<file path="src/rtl/mdu_iter.sv">
// Iterative RV32M multiply/divide unit: radix-2 shift-add multiplier and restoring divider, one bit per cycle.
// Define MDU_DIV_EN to build the divider; without it divide ops keep their timing but return 0.
module mdu_iter #(
    parameter int unsigned WIDTH = 32,
    parameter int unsigned CNTW  = $clog2(WIDTH + 1)
) (
    input  logic             clk,
    input  logic             reset,
    input  logic             start,
    input  logic [2:0]       op,
    input  logic [WIDTH-1:0] a,
    input  logic [WIDTH-1:0] b,
    output logic             busy,
    output logic             done,
    output logic [WIDTH-1:0] result
);

    localparam int unsigned PW = 2 * WIDTH;
    localparam logic [WIDTH-1:0] MOST_NEG = {1'b1, {(WIDTH-1){1'b0}}};

    typedef enum logic [1:0] {S_IDLE, S_CALC, S_FIN} state_t;

    state_t            r_state;
    state_t            w_state_nxt;
    logic              w_busy_nxt;
    logic              w_done_nxt;
    logic              w_load;
    logic              w_step;
    logic              w_fin;

    logic              r_busy;
    logic              r_done;
    logic [WIDTH-1:0]  r_result;
    logic [CNTW-1:0]   r_cnt;
    logic [2:0]        r_op;
    logic              r_neg_a;
    logic              r_neg_b;
    logic [WIDTH-1:0]  r_mcand;
    logic [PW-1:0]     r_prod;

    logic              w_sgn_a;
    logic              w_sgn_b;
    logic              w_neg_a;
    logic              w_neg_b;
    logic [WIDTH-1:0]  w_mag_a;
    logic [WIDTH-1:0]  w_mag_b;
    logic [WIDTH-1:0]  w_addend;
    logic [WIDTH:0]    w_sum;
    logic [PW-1:0]     w_prod_fix;
    logic [WIDTH-1:0]  w_mul_res;
    logic [WIDTH-1:0]  w_div_res;
    logic [WIDTH-1:0]  w_fin_res;

    assign busy   = r_busy;
    assign done   = r_done;
    assign result = r_result;

    always_ff @(posedge clk or posedge reset) begin
        if (reset) r_state <= S_IDLE;
        else       r_state <= w_state_nxt;
    end

    always_comb begin
        w_state_nxt = r_state;
        case (r_state)
            S_IDLE:  if (start) w_state_nxt = S_CALC;
            S_CALC:  if (r_cnt == CNTW'(1)) w_state_nxt = S_FIN;
            S_FIN:   w_state_nxt = S_IDLE;
            default: w_state_nxt = S_IDLE;
        endcase
    end

    always_comb begin
        w_load     = (r_state == S_IDLE) && start;
        w_step     = (r_state == S_CALC);
        w_fin      = (r_state == S_FIN);
        w_busy_nxt = (w_state_nxt != S_IDLE);
        w_done_nxt = w_fin;
    end

    // Issue-time decode: signedness per funct3, then operand magnitudes.
    always_comb begin
        w_sgn_a = (op == 3'b001) || (op == 3'b010) || (op == 3'b100) || (op == 3'b110);
        w_sgn_b = (op == 3'b001) || (op == 3'b100) || (op == 3'b110);
        w_neg_a = w_sgn_a && a[WIDTH-1];
        w_neg_b = w_sgn_b && b[WIDTH-1];
        w_mag_a = w_neg_a ? (~a + WIDTH'(1)) : a;
        w_mag_b = w_neg_b ? (~b + WIDTH'(1)) : b;
    end

    // Multiplier step: add multiplicand into upper half when multiplier LSB set, then shift right.
    always_comb begin
        w_addend   = r_prod[0] ? r_mcand : '0;
        w_sum      = {1'b0, r_prod[PW-1:WIDTH]} + {1'b0, w_addend};
        w_prod_fix = (r_neg_a ^ r_neg_b) ? (~r_prod + PW'(1)) : r_prod;
        w_mul_res  = (r_op[1:0] == 2'b00) ? w_prod_fix[WIDTH-1:0] : w_prod_fix[PW-1:WIDTH];
        w_fin_res  = r_op[2] ? w_div_res : w_mul_res;
    end

    always_ff @(posedge clk or posedge reset) begin
        if (reset) begin
            r_busy   <= 1'b0;
            r_done   <= 1'b0;
            r_result <= '0;
            r_cnt    <= '0;
            r_op     <= '0;
            r_neg_a  <= 1'b0;
            r_neg_b  <= 1'b0;
            r_mcand  <= '0;
            r_prod   <= '0;
        end else begin
            r_busy <= w_busy_nxt;
            r_done <= w_done_nxt;
            if (w_load) begin
                r_cnt   <= CNTW'(WIDTH);
                r_op    <= op;
                r_neg_a <= w_neg_a;
                r_neg_b <= w_neg_b;
                r_mcand <= w_mag_a;
                r_prod  <= {{WIDTH{1'b0}}, w_mag_b};
            end else if (w_step) begin
                r_cnt  <= r_cnt - CNTW'(1);
                r_prod <= {w_sum, r_prod[WIDTH-1:1]};
            end
            if (w_fin) r_result <= w_fin_res;
        end
    end

`ifdef MDU_DIV_EN
    logic [WIDTH-1:0] r_rem;
    logic [WIDTH-1:0] r_quo;
    logic [WIDTH-1:0] r_dvsr;
    logic [WIDTH-1:0] r_a_orig;
    logic             r_div0;
    logic             r_ovf;
    logic [WIDTH:0]   w_sh;
    logic [WIDTH:0]   w_diff;
    logic [WIDTH-1:0] w_quo_fix;
    logic [WIDTH-1:0] w_rem_fix;

    // Restoring step: shift next dividend bit into remainder, commit trial subtract if non-negative.
    always_comb begin
        w_sh      = {r_rem, r_quo[WIDTH-1]};
        w_diff    = w_sh - {1'b0, r_dvsr};
        w_quo_fix = (r_neg_a ^ r_neg_b) ? (~r_quo + WIDTH'(1)) : r_quo;
        w_rem_fix = r_neg_a ? (~r_rem + WIDTH'(1)) : r_rem;
        if (r_op[1])
            w_div_res = r_div0 ? r_a_orig : (r_ovf ? '0 : w_rem_fix);
        else
            w_div_res = r_div0 ? '1 : (r_ovf ? r_a_orig : w_quo_fix);
    end

    always_ff @(posedge clk or posedge reset) begin
        if (reset) begin
            r_rem    <= '0;
            r_quo    <= '0;
            r_dvsr   <= '0;
            r_a_orig <= '0;
            r_div0   <= 1'b0;
            r_ovf    <= 1'b0;
        end else if (w_load) begin
            r_rem    <= '0;
            r_quo    <= w_mag_a;
            r_dvsr   <= w_mag_b;
            r_a_orig <= a;
            r_div0   <= (b == '0);
            r_ovf    <= w_sgn_b && op[2] && (a == MOST_NEG) && (&b);
        end else if (w_step) begin
            if (!w_diff[WIDTH]) begin
                r_rem <= w_diff[WIDTH-1:0];
                r_quo <= {r_quo[WIDTH-2:0], 1'b1};
            end else begin
                r_rem <= w_sh[WIDTH-1:0];
                r_quo <= {r_quo[WIDTH-2:0], 1'b0};
            end
        end
    end
`else
    assign w_div_res = '0;
`endif

endmodule

</file>
<file path="config.mk">
export PLATFORM = sky130hd
export DESIGN_NAME = mdu_iter
export DESIGN_NICKNAME = d
export VERILOG_FILES = /design/src/rtl/mdu_iter.sv
export SDC_FILE = /design/constraint.sdc
export NUM_CORES = 1
export LEC_CHECK = 0
export BUFFER_PORTS_ARGS = -buffer_cell sky130_fd_sc_hd__buf_2
export CAP_MARGIN = 20
export CELL_PAD_IN_SITES_DETAIL_PLACEMENT = 1
export CELL_PAD_IN_SITES_GLOBAL_PLACEMENT = 2
export CORE_MARGIN = 4
export CORE_UTILIZATION = 36
export CTS_CLUSTER_SIZE = 24
export DETAILED_ROUTE_END_ITERATION = 12
export GPL_ROUTABILITY_DRIVEN = 0
export HOLD_SLACK_MARGIN = 0.05
export PLACE_DENSITY_LB_ADDON = 0.1
export SYNTH_ARGS = -nofsm -noshare
export SYNTH_HDL_FRONTEND = slang
export SYNTH_SLANG_ARGS = --single-unit
export TNS_END_PERCENT = 50
</file>
<file path="constraint.sdc">
create_clock -name clk -period 5.3 [get_ports clk]
set_input_delay 0.795 -clock clk [delete_from_list [all_inputs] [get_ports clk]]
set_output_delay 0.795 -clock clk [all_outputs]
set_load 0.01 [all_outputs]
</file>
==> summary.md, run 1 <==
| Metric | Value |
|---|---|
| Final instance area | `11800 µm²` |
| Core Area | `28100 µm²` |
| Crit path buffers/inverters | `1` |
| Most frequent cells in the layout | `154 x o21ai_0, 143 x dfrtp_1, 134 x nand2_1` |
| Most common cell after layout, fill and taps aside | `o21ai_0` |
| H-tree depth | `4` |
| Max Cap Violations | `0` |
| Crit share post-route | `69.6%` |
| Cts hold-fix bufs | `0` |
| TritonCTS clock tree | `yes` |
| DRT Pass-1 Iters | `4` |
| LEAKAGE | `5.06 nW` |
| PnR Total Power | `0.00740 W` |
| Worst slew pin tran | `0.989 ns` |
| Fin. max-slew vios | `0` |
| WP data arrival | `4.01 ns` |
| Critical Path Fanout Max | `36` |
| Synth Instances | `1264` |
| Delay-heaviest family, CP | `compound AO/OA/AOI/OAI gates` |
| Global-route wire length before repair | `56300 µm` |
| Clock slew seen by the registers of the worst setup and hold paths | `0.06 ns` |
| Synthesized Nets | `1372` |
| Clock root buffer | `clkbuf_16` |
| Chip width | `178 µm` |
| Post-CTS Resized | `0` |
| Layout area overhead | `13.9%` |
| Critical path's slowest cell | `dfrtp_1` |
| Crit start category | `flip-flop` |
| Seq pwr share | `30.7%` |
| Residual DRC | `0` |
| Antenna-violating nets left | `0` |
| Synth Flop Type | `dfrtp_1` |
| Area leader, netlist | `dfrtp_1` |
| Crit. End Element | `flip-flop` |
| Pint | `0.00390 W` |
| Worst setup margin | `1.61 ns` |
| Die Area | `31600 µm²` |
| Hold Fails Final Rpt | `0` |
| Mean Syn Cell Area | `8.21 µm²` |
| Seq cells post-synth | `143` |
| Dpl ws | `1.59 ns` |
| Fin Clk Skew | `0.0109 ns` |
| Period minus WS final | `3.69 ns` |
| Yosys Warn Count | `0` |
| Drt first-iter violations | `574` |
| Pin count of the biggest net entering global routing | `97` |
| Antenna cell count | `0` |
| I/O pin cnt | `104` |
| FP Rows | `61` |
| HPWL after detailed placement | `26800 µm` |
| Clock Sinks | `143` |
| Die Ht | `178 µm` |
| Yosys top cell area share | `34.5%` |
| Post-synthesis cell type count | `72` |
| Hold Crit Class | `reg -> reg` |
| Post-synthesis cell area | `10400 µm²` |
| NetSw | `0.00350 W` |
| Vias in the first global route | `9795` |
| Routed vias | `9660` |
| Via/cell ratio | `5.64` |
| PortBufs | `103` |
| Share of layout cells above drive strength 1 | `12.9%` |
| Top cells by area, synth | `dfrtp_1 34%, o21ai_0 7.4%, xnor2_1 6.2%` |
| CTS Buf Count | `17` |
| Sw Share | `47.3%` |
| GRT Overall Usage | `22.8%` |
| RSZ-0062 raised after global routing | `false` |
| Nets | `1431` |
| Max Fclk | `271 MHz` |
| Setup-failing EPs final | `0` |
| Combinational power share | `51.5%` |
| Initial antenna violation count | `0` |
| Setup_tns | `0 ns` |
| WL/cell | `20.6 µm` |
| Maximum clock path buffer count | `2` |
| Worst-Skew Late Latency | `0.43 ns` |
| Final wirelength | `35400 µm` |
| CP Class | `reg -> reg` |
| VDD IR-drop max | `0.000313 V` |
| Worst endpoint required time | `5.62 ns` |
| Post-synth EDFFs | `0` |
| Placed Area | `11200 µm²` |
| Worst slew margin | `34.1%` |
| Grt ovf | `0` |
| Postcts setup bufs | `0` |
| Part of the power in the clock network | `17.8%` |
| Slowest stage delay, CP | `0.99 ns` |
| Sequential share of the synthesized area | `34.5%` |
| Status | `finished, final reports clean` |
| PwrDens | `626 nW/µm²` |
| Initial Util | `36.9%` |
| CP Cell Sequence | `and2_1, ha_1, inv_1, fa_1, nand2b_1, a21oi_1, o211ai_1, a21oi_1, o211ai_1, a21o_1, a32o_1` |
| Synth async-reset ratio | `100%` |
[cells by family (layout without fill, tap and decap cells)]
kind of cell	Yosys count	after routing	synth area share, %
buf+inv	107	178	3.98
compound gates	410	410	24.2
fa+ha+maj	38	38	4.65
xor+xnor	139	139	11.7
flops	143	143	34.5
simple gates	419	419	20.1
mux	8	8	0.784
[per-layer routing]
layer	up-vias	track usage [%]	part of all wire, %
met4	0	4.32	1.0
met3	23	3.41	3.3
li1	4692	-	-
met1	4792	33.7	50
met5	-	0	0
met2	153	35.5	45
[worst reg2reg max path, cell delays in order, from the launching register on]
cell	delay, ns
dfrtp_1	0.99
and2_1	0.27
ha_1	0.17
inv_1	0.06
fa_1	0.39
nand2b_1	0.18
a21oi_1	0.27
o211ai_1	0.19
a21oi_1	0.44
o211ai_1	0.21
a21o_1	0.19
a32o_1	0.24
[cells in the mapped netlist (all sizes together), types with 31 or more instances]
cell      n
a21oi    91
a22oi    44
and2     36
clkbuf   70
dfrtp   143
ha       37
inv      31
nand2   134
nor2     90
nor3     36
o21ai   154
xnor2    74
xor2     65
[area by class of cell]
| class | instances | area, µm² |
|---|---|---|
| Tap cell | 378 | 473 |
| Clock inverter | 10 | 160 |
| Inverter | 32 | 125 |
| Timing Repair Buffer | 115 | 609 |
| Sequential cell | 143 | 3580 |
| Multi-Input combinational cell | 1014 | 6410 |
| Fill cell | 3475 | 16300 |
| Clock buffer | 21 | 470 |
[through the flow]
stage	instances	util, %	hold slack [ns]
5_1_grt	1713	42.1	0.501
2_1_floorplan	1264	-	0.442
3_5_place_dp	1682	39.8	0.455
4_1_cts	1713	42.1	0.468
6_report	1713	42.1	0.469
3_3_place_gp	1681	39.8	0.450
[power by group through the flow]
stage | Sequential, W | Clock [W] | Combinational, W
after floorplan | 0.00197 | 0 | 0.00285
after global placement | 0.00228 | 0 | 0.00374
after detailed placement | 0.00229 | 0 | 0.00380
after CTS | 0.00227 | 0.00135 | 0.00384
after global routing | 0.00236 | 0.00139 | 0.00427
final | 0.00227 | 0.00131 | 0.00381
[registers in the layout, summed over array words and instances (netlist names)]
register	cells
r_cnt	6
r_op	3
r_mcand	32
done	1
busy	1
result	32
r_prod	64
r_state	2
r_neg_b	1
r_neg_a	1
[path summary, 6_finish.rpt]
check | start | endpoint | depth (start not counted) | slack, ns
setup / recovery | r_prod[0]$_DFFE_PP0P_ | r_prod[57]$_DFFE_PP0P_ | 11 | 1.61
hold / removal | result[3]$_DFFE_PP0P_ | result[3]$_DFFE_PP0P_ | 2 | 0.47
setup reg to reg | r_prod[0]$_DFFE_PP0P_ | r_prod[57]$_DFFE_PP0P_ | 11 | 1.61
hold reg to reg | result[3]$_DFFE_PP0P_ | result[3]$_DFFE_PP0P_ | 2 | 0.47
min in group asynchronous | reset | r_cnt[5]$_DFFE_PP0P_ | 2 | 0.56
max in group asynchronous | reset | result[25]$_DFFE_PP0P_ | 3 | 3.49
Note: power is estimated with default switching activity, not from simulation.
==> run 2: changes to the inputs <==
clock period = 3.7 ns   (was 5.3 ns; I/O delays follow)
==> run 2 against run 1 <==
Compared with the run above: total power up 43%; sequential share of layout area fell by 0.24 points; flip-flop and latch count did not move; worst hold slack worse by 0.18 ns; global-route usage grew 0.073 points; non-clock buffer count up 11; cell area grew 0.78%; count of clock-buffer cells in the layout shrank 4; final cell count up 0.70%; worst setup slack got worse by 1.1 ns; critical path type unchanged; critical endpoint is now r_prod[61]$_DFFE_PP0P_; largest power group unchanged.
==> summary.md, run 2 (same netlist as run 1, synthesis figures left out) <==
| Metric | Value |
|---|---|
| VDD IR-drop max | `0.000339 V (+8.3%)` |
| Worst endpoint required time | `3.99 ns (-1.63 ns)` |
| RSZ-0062 raised after global routing | `false` |
| I/O pin cnt | `104 (unchanged)` |
| Postcts setup bufs | `0 (unchanged)` |
| Post-layout util | `42.4% (+0.33 points)` |
| Most frequent cells in the layout | `154 x o21ai_0, 143 x dfrtp_1, 134 x nand2_1` |
| DRT Pass-1 Iters | `5 (+1)` |
| Clock slew seen by the registers of the worst setup and hold paths | `0.08 ns (+0.02 ns)` |
| Initial Util | `36.9% (unchanged)` |
| Period minus WS final | `3.18 ns (-0.509 ns)` |
| GRT Overall Usage | `22.8% (+0.073 points)` |
| Final wirelength | `35600 µm (+0.77%)` |
| Die Ht | `178 µm (unchanged)` |
| Largest reg by FF count | `r_prod` |
| Post-CTS Resized | `0 (unchanged)` |
| Initial antenna violation count | `0 (unchanged)` |
| CTS Buf Count | `17 (unchanged)` |
| Max Fclk | `314 MHz (+16%)` |
| Max reg flops | `64 (unchanged)` |
| Die Area | `31600 µm² (unchanged)` |
| Via/cell ratio | `5.64 (about the same)` |
| TritonCTS clock tree | `yes` |
| FF+latch area | `3580 µm² (unchanged)` |
| Crit. End Element | `flip-flop` |
| Core Area | `28100 µm² (unchanged)` |
| Nets | `1442 (+0.77%)` |
| Hold Crit Class | `in -> async` |
| PwrDens | `887 nW/µm² (+42%)` |
| Critical Path Fanout Max | `35 (-2.8%)` |
| Setup-failing EPs final | `0 (unchanged)` |
| Layout area overhead | `14.8%` |
| Routed vias | `9735 (+0.78%)` |
| Global-route wire length before repair | `56500 µm (+0.38%)` |
| Clock root buffer | `clkbuf_16` |
| Dpl cells | `1693 (+0.65%)` |
| Grt ovf | `0 (unchanged)` |
| WL/cell | `20.7 µm (about the same)` |
| Setup_tns | `0 ns (unchanged)` |
| Chip width | `178 µm (unchanged)` |
| Antenna cell count | `0 (unchanged)` |
| Residual DRC | `0 (unchanged)` |
| WP data arrival | `3.47 ns (-0.54 ns)` |
| LEAKAGE | `5.11 nW (+1.1%)` |
| Crit start category | `flip-flop` |
| Cts hold-fix bufs | `0 (unchanged)` |
| Worst slew margin | `35.1% (+1.0 points)` |
| Crit share post-route | `86.0% (+16 points)` |
| CP Class | `reg -> reg` |
| Share of layout cells above drive strength 1 | `13.7% (+0.85 points)` |
| Worst-Skew Late Latency | `0.43 ns (about the same)` |
| Maximum clock path buffer count | `2 (unchanged)` |
| Layout Cells excl Fill | `1725 (+0.70%)` |
| Fin. max-slew vios | `0 (unchanged)` |
| HPWL after detailed placement | `27400 µm (+2.5%)` |
| Worst slew pin tran | `0.969 ns (-0.0194 ns)` |
| Drt first-iter violations | `607 (+5.7%)` |
| Most common cell after layout, fill and taps aside | `o21ai_0` |
| H-tree depth | `4 (unchanged)` |
| FP Rows | `61 (unchanged)` |
| Status | `finished, final reports clean` |
| Pin count of the biggest net entering global routing | `72 (-26%)` |
| Clock Sinks | `143 (unchanged)` |
| Antenna-violating nets left | `0 (unchanged)` |
| Multi-input logic area | `6410 µm² (unchanged)` |
| Fillcell total | `3441 (-0.98%)` |
| Hold Fails Final Rpt | `0 (unchanged)` |
| Hold_ws | `0.285 ns (-0.183 ns)` |
| PortBufs | `103 (unchanged)` |
| Max Cap Violations | `0 (unchanged)` |
| Fin Clk Skew | `0.0153 ns (+0.00444 ns)` |
| Vias in the first global route | `9819 (+0.25%)` |
==> run 2: cell types whose count changed in the layout (fill, tap and decap cells not counted), sizes merged <==
cell	before	now
buf	115	126
inv	31	39
clkbuf	21	17
bufinv	4	1
clkinv	6	5
clkinvlp	1	2
==> run 2: critical path, cell delays in order, from the launching register on <==
cell	delay, ns
dfrtp_1	0.34
buf_4	0.29
nand2_1	0.17
fa_1	0.45
nand2b_1	0.18
a21oi_1	0.27
o211ai_1	0.17
a21oi_1	0.52
o2111ai_1	0.29
mux2i_1	0.20
o311ai_0	0.14
==> run 2: path summary, 6_finish.rpt <==
kind / start / endpoint / cells after the start / slack [ns]
min in group clk: op[1] / r_op[1]$_DFFE_PP0P_ / 3 / 0.33
hold reg to reg: r_mcand[17]$_DFFE_PP0P_ / r_mcand[17]$_DFFE_PP0P_ / 2 / 0.47
setup / recovery: r_prod[0]$_DFFE_PP0P_ / r_prod[61]$_DFFE_PP0P_ / 10 / 0.52
hold / removal: reset / r_prod[26]$_DFFE_PP0P_ / 2 / 0.29
setup reg to reg: r_prod[0]$_DFFE_PP0P_ / r_prod[61]$_DFFE_PP0P_ / 10 / 0.52
max in group asynchronous: reset / r_mcand[29]$_DFFE_PP0P_ / 3 / 2.59
==> run 2: per-stage QoR <==
stage | total power [W] | instance area [µm²] | setup slack (ns)
after floorplan | 0.00691 | 10400 | 0.578
after global placement | 0.00871 | 11300 | 0.626
after detailed placement | 0.00881 | 11300 | 0.597
after CTS | 0.0106 | 11900 | 0.575
after global routing | 0.0115 | 11900 | 0.311
final | 0.0106 | 11900 | 0.518
==> run 2: report_power, final <==
part	internal [W]	leakage (nW)	switching [W]	total (W)
registers	0.00225	1.81	0.000931	0.00318
logic	0.00221	3.01	0.00339	0.00561
clock network	0.000966	0.293	0.000817	0.00178
==> run 2: layout make-up <==
cell class / count / area share [%]
flip-flops and latches: 143 / 30.0
clock inverters: 15 / 1.43
well taps: 378 / 3.97
clock buffers: 17 / 3.57
multi-input cells: 1014 / 53.8
inverters: 32 / 1.04
repair buffers: 126 / 6.20
==> run 2: routing by layer <==
layer  vias up  global-route usage, %  routed length [µm]
li1       4716                      -                   -
met1      4839                   33.9               18100
met2       166                   36.1               16200
met3        14                   3.09                1090
met4         0                   3.61                 294
met5         -                      0                   0
==> run 3: changes to the inputs <==
BUFFER_PORTS_ARGS = not set   (was -buffer_cell sky130_fd_sc_hd__buf_2)
CORE_UTILIZATION = 39   (was 36)
DONT_BUFFER_PORTS = 1   (was not set)
RECOVER_POWER = 25   (was not set)
==> run 3 against run 2 <==
Compared with the run above: the run now ends with capacitance limit, slew limit left; global-route usage increased by 1.0 points; combinational power shrank 5.3%; largest power group unchanged; worst hold slack got worse by 0.064 ns; largest cell class unchanged; critical endpoint is now r_prod[62]$_DFFE_PP0P_; fmax down 1.3%; non-clock buffer count down 106; sequential power is 3% higher; critical path depth is the same; critical path type unchanged; clock skew about the same; total power decreased by 1.9%; flip-flop and latch count did not move; final cell count down 8.6%.
==> summary.md, run 3 (same netlist as run 1, synthesis figures left out) <==
| Metric | Value |
|---|---|
| Nets | `1336 (-7.4%)` |
| Clock slew seen by the registers of the worst setup and hold paths | `0.07 ns (about the same)` |
| WP data arrival | `3.52 ns (+0.05 ns)` |
| Worst endpoint required time | `3.99 ns (about the same)` |
| FP Rows | `59 (-3.3%)` |
| Via/cell ratio | `5.90 (+4.5%)` |
| Antenna cell count | `0 (unchanged)` |
| Clock root buffer | `clkbuf_16` |
| Drt first-iter violations | `508 (-16%)` |
| Pin count of the biggest net entering global routing | `144 (+100%)` |
| Maximum clock path buffer count | `2 (unchanged)` |
| Global-route wire length before repair | `54800 µm (-3.1%)` |
| WL/cell | `21.8 µm (+5.6%)` |
| Most common cell after layout, fill and taps aside | `o21ai_0` |
| Final wirelength | `34400 µm (-3.5%)` |
| Cts hold-fix bufs | `0 (unchanged)` |
| Status | `finished with violations` |
| PwrDens | `920 nW/µm² (+3.7%)` |
| Chip width | `171 µm (-3.7%)` |
| Crit. End Element | `flip-flop` |
| PortBufs | `0 (-100%)` |
| Share of layout cells above drive strength 1 | `6.37% (-7.4 points)` |
| HPWL after detailed placement | `25900 µm (-5.6%)` |
| Worst slew pin tran | `2.13 ns (+1.16 ns)` |
| Clock Sinks | `143 (unchanged)` |
| Setup_tns | `0 ns (unchanged)` |
| Largest reg by FF count | `r_prod` |
| Routed vias | `9291 (-4.6%)` |
| VDD IR-drop max | `0.000538 V (+59%)` |
| I/O pin cnt | `104 (unchanged)` |
| Critical Path Fanout Max | `31 (-11%)` |
| Vias in the first global route | `9315 (-5.1%)` |
| Hold Crit Class | `in -> reg` |
| Violated checks | `capacitance limit, slew limit` |
| Core Area | `26100 µm² (-7.0%)` |
| Max Fclk | `310 MHz (-1.3%)` |
| H-tree depth | `4 (unchanged)` |
| Most frequent cells in the layout | `154 x o21ai_0, 143 x dfrtp_1, 134 x nand2_1` |
| Antenna-violating nets left | `0 (unchanged)` |
| CP Class | `reg -> reg` |
| DRT Pass-1 Iters | `5 (unchanged)` |
| Postcts setup bufs | `0 (unchanged)` |
| Post-CTS Resized | `0 (unchanged)` |
| Crit start category | `flip-flop` |
| Die Area | `29300 µm² (-7.4%)` |
| R2r setup slk | `0.48 ns (-0.04 ns)` |
| GRT Overall Usage | `23.8% (+1.0 points)` |
| Hold Fails Final Rpt | `0 (unchanged)` |
| LEAKAGE | `4.61 nW (-9.7%)` |
| RSZ-0062 raised after global routing | `false` |
| Initial antenna violation count | `0 (unchanged)` |
| Initial Util | `39.7% (+2.8 points)` |
| Max Cap Violations | `1 (+1)` |
| Layout area overhead | `8.58%` |
| Crit share post-route | `87.1% (+1.1 points)` |
| Worst-Skew Late Latency | `0.44 ns (about the same)` |
| Die Ht | `171 µm (-3.7%)` |
| Worst slew margin | `-41.8% (-77 points)` |
| PnR Total Power | `0.0104 W (-1.9%)` |
| Max reg flops | `64 (unchanged)` |
| TritonCTS clock tree | `yes` |
| CTS Buf Count | `17 (unchanged)` |
| Fin. max-slew vios | `144 (+144)` |
| Grt ovf | `0 (unchanged)` |
| Setup-failing EPs final | `0 (unchanged)` |
| Fin Clk Skew | `0.0157 ns (+0.000389 ns)` |
| Period minus WS final | `3.22 ns (+0.0424 ns)` |
| Residual DRC | `0 (unchanged)` |
==> run 3: cell count changes in the layout (fill, tap and decap cells not counted), sizes merged <==
cell      before  now
clkinvlp       2    3
buf          126   19
clkinv         5    2
clkbuf        17   20
==> run 3: per-layer routing <==
layer	vias to the layer above	GRT usage, %	wire length [µm]	part of all wire (%)
met2	159	36.4	15400	45
met1	4619	35.3	16900	49
met4	0	3.79	303	0.88
li1	4494	-	-	-
met5	-	0	0	0
met3	19	5.22	1700	5.0
==> run 3: area by class of cell <==
class,count,area (µm²)
Clock buffer,19,453
Clock inverter,13,140
Fill cell,3141,14900
Inverter,32,121
Multi-Input combinational cell,1014,6410
Sequential cell,143,3580
Tap cell,335,419
Timing Repair Buffer,20,150
==> run 3: critical path, cell delays in order (launching register included) <==
cell	delay [ns]
dfrtp_1	0.43
buf_4	0.24
and2_1	0.18
ha_1	0.44
nand4_1	0.22
or2_2	0.34
a311oi_1	0.37
nor3_1	0.17
o41ai_1	0.44
xnor2_1	0.16
o21ai_0	0.08
==> run 3: worst paths after layout <==
kind                                         start                      end  cells past startpoint
max                          r_prod[0]$_DFFE_PP0P_   r_prod[62]$_DFFE_PP0P_                     10
min                                          op[0]      r_op[0]$_DFFE_PP0P_                      2
max reg2reg                  r_prod[0]$_DFFE_PP0P_   r_prod[62]$_DFFE_PP0P_                     10
min reg2reg                r_mcand[22]$_DFFE_PP0P_  r_mcand[22]$_DFFE_PP0P_                      2
max in group asynchronous                    reset   result[14]$_DFFE_PP0P_                      2
min in group asynchronous                    reset   r_prod[26]$_DFFE_PP0P_                      2
==> run 3: where the power goes <==
part	total (W)	switching, W	internal (W)	leakage [nW]
registers	0.00327	0.00102	0.00225	1.81
clock network	0.00179	0.000796	0.000990	0.288
logic	0.00531	0.00322	0.00209	2.52
==> run 3: stage by stage <==
stage / instance area [µm²] / worst slack [ns] / hold slack (ns) / utilization [%] / std cells
after floorplan: 10400 / 0.578 / 0.442 / - / 1264
after global placement: 10700 / 0.724 / 0.454 / 40.9 / 1544
after detailed placement: 10700 / 0.588 / 0.465 / 40.9 / 1544
after CTS: 11300 / 0.527 / 0.207 / 43.2 / 1576
after global routing: 11300 / 0.308 / 0.209 / 43.1 / 1576
final: 11300 / 0.475 / 0.221 / 43.1 / 1576
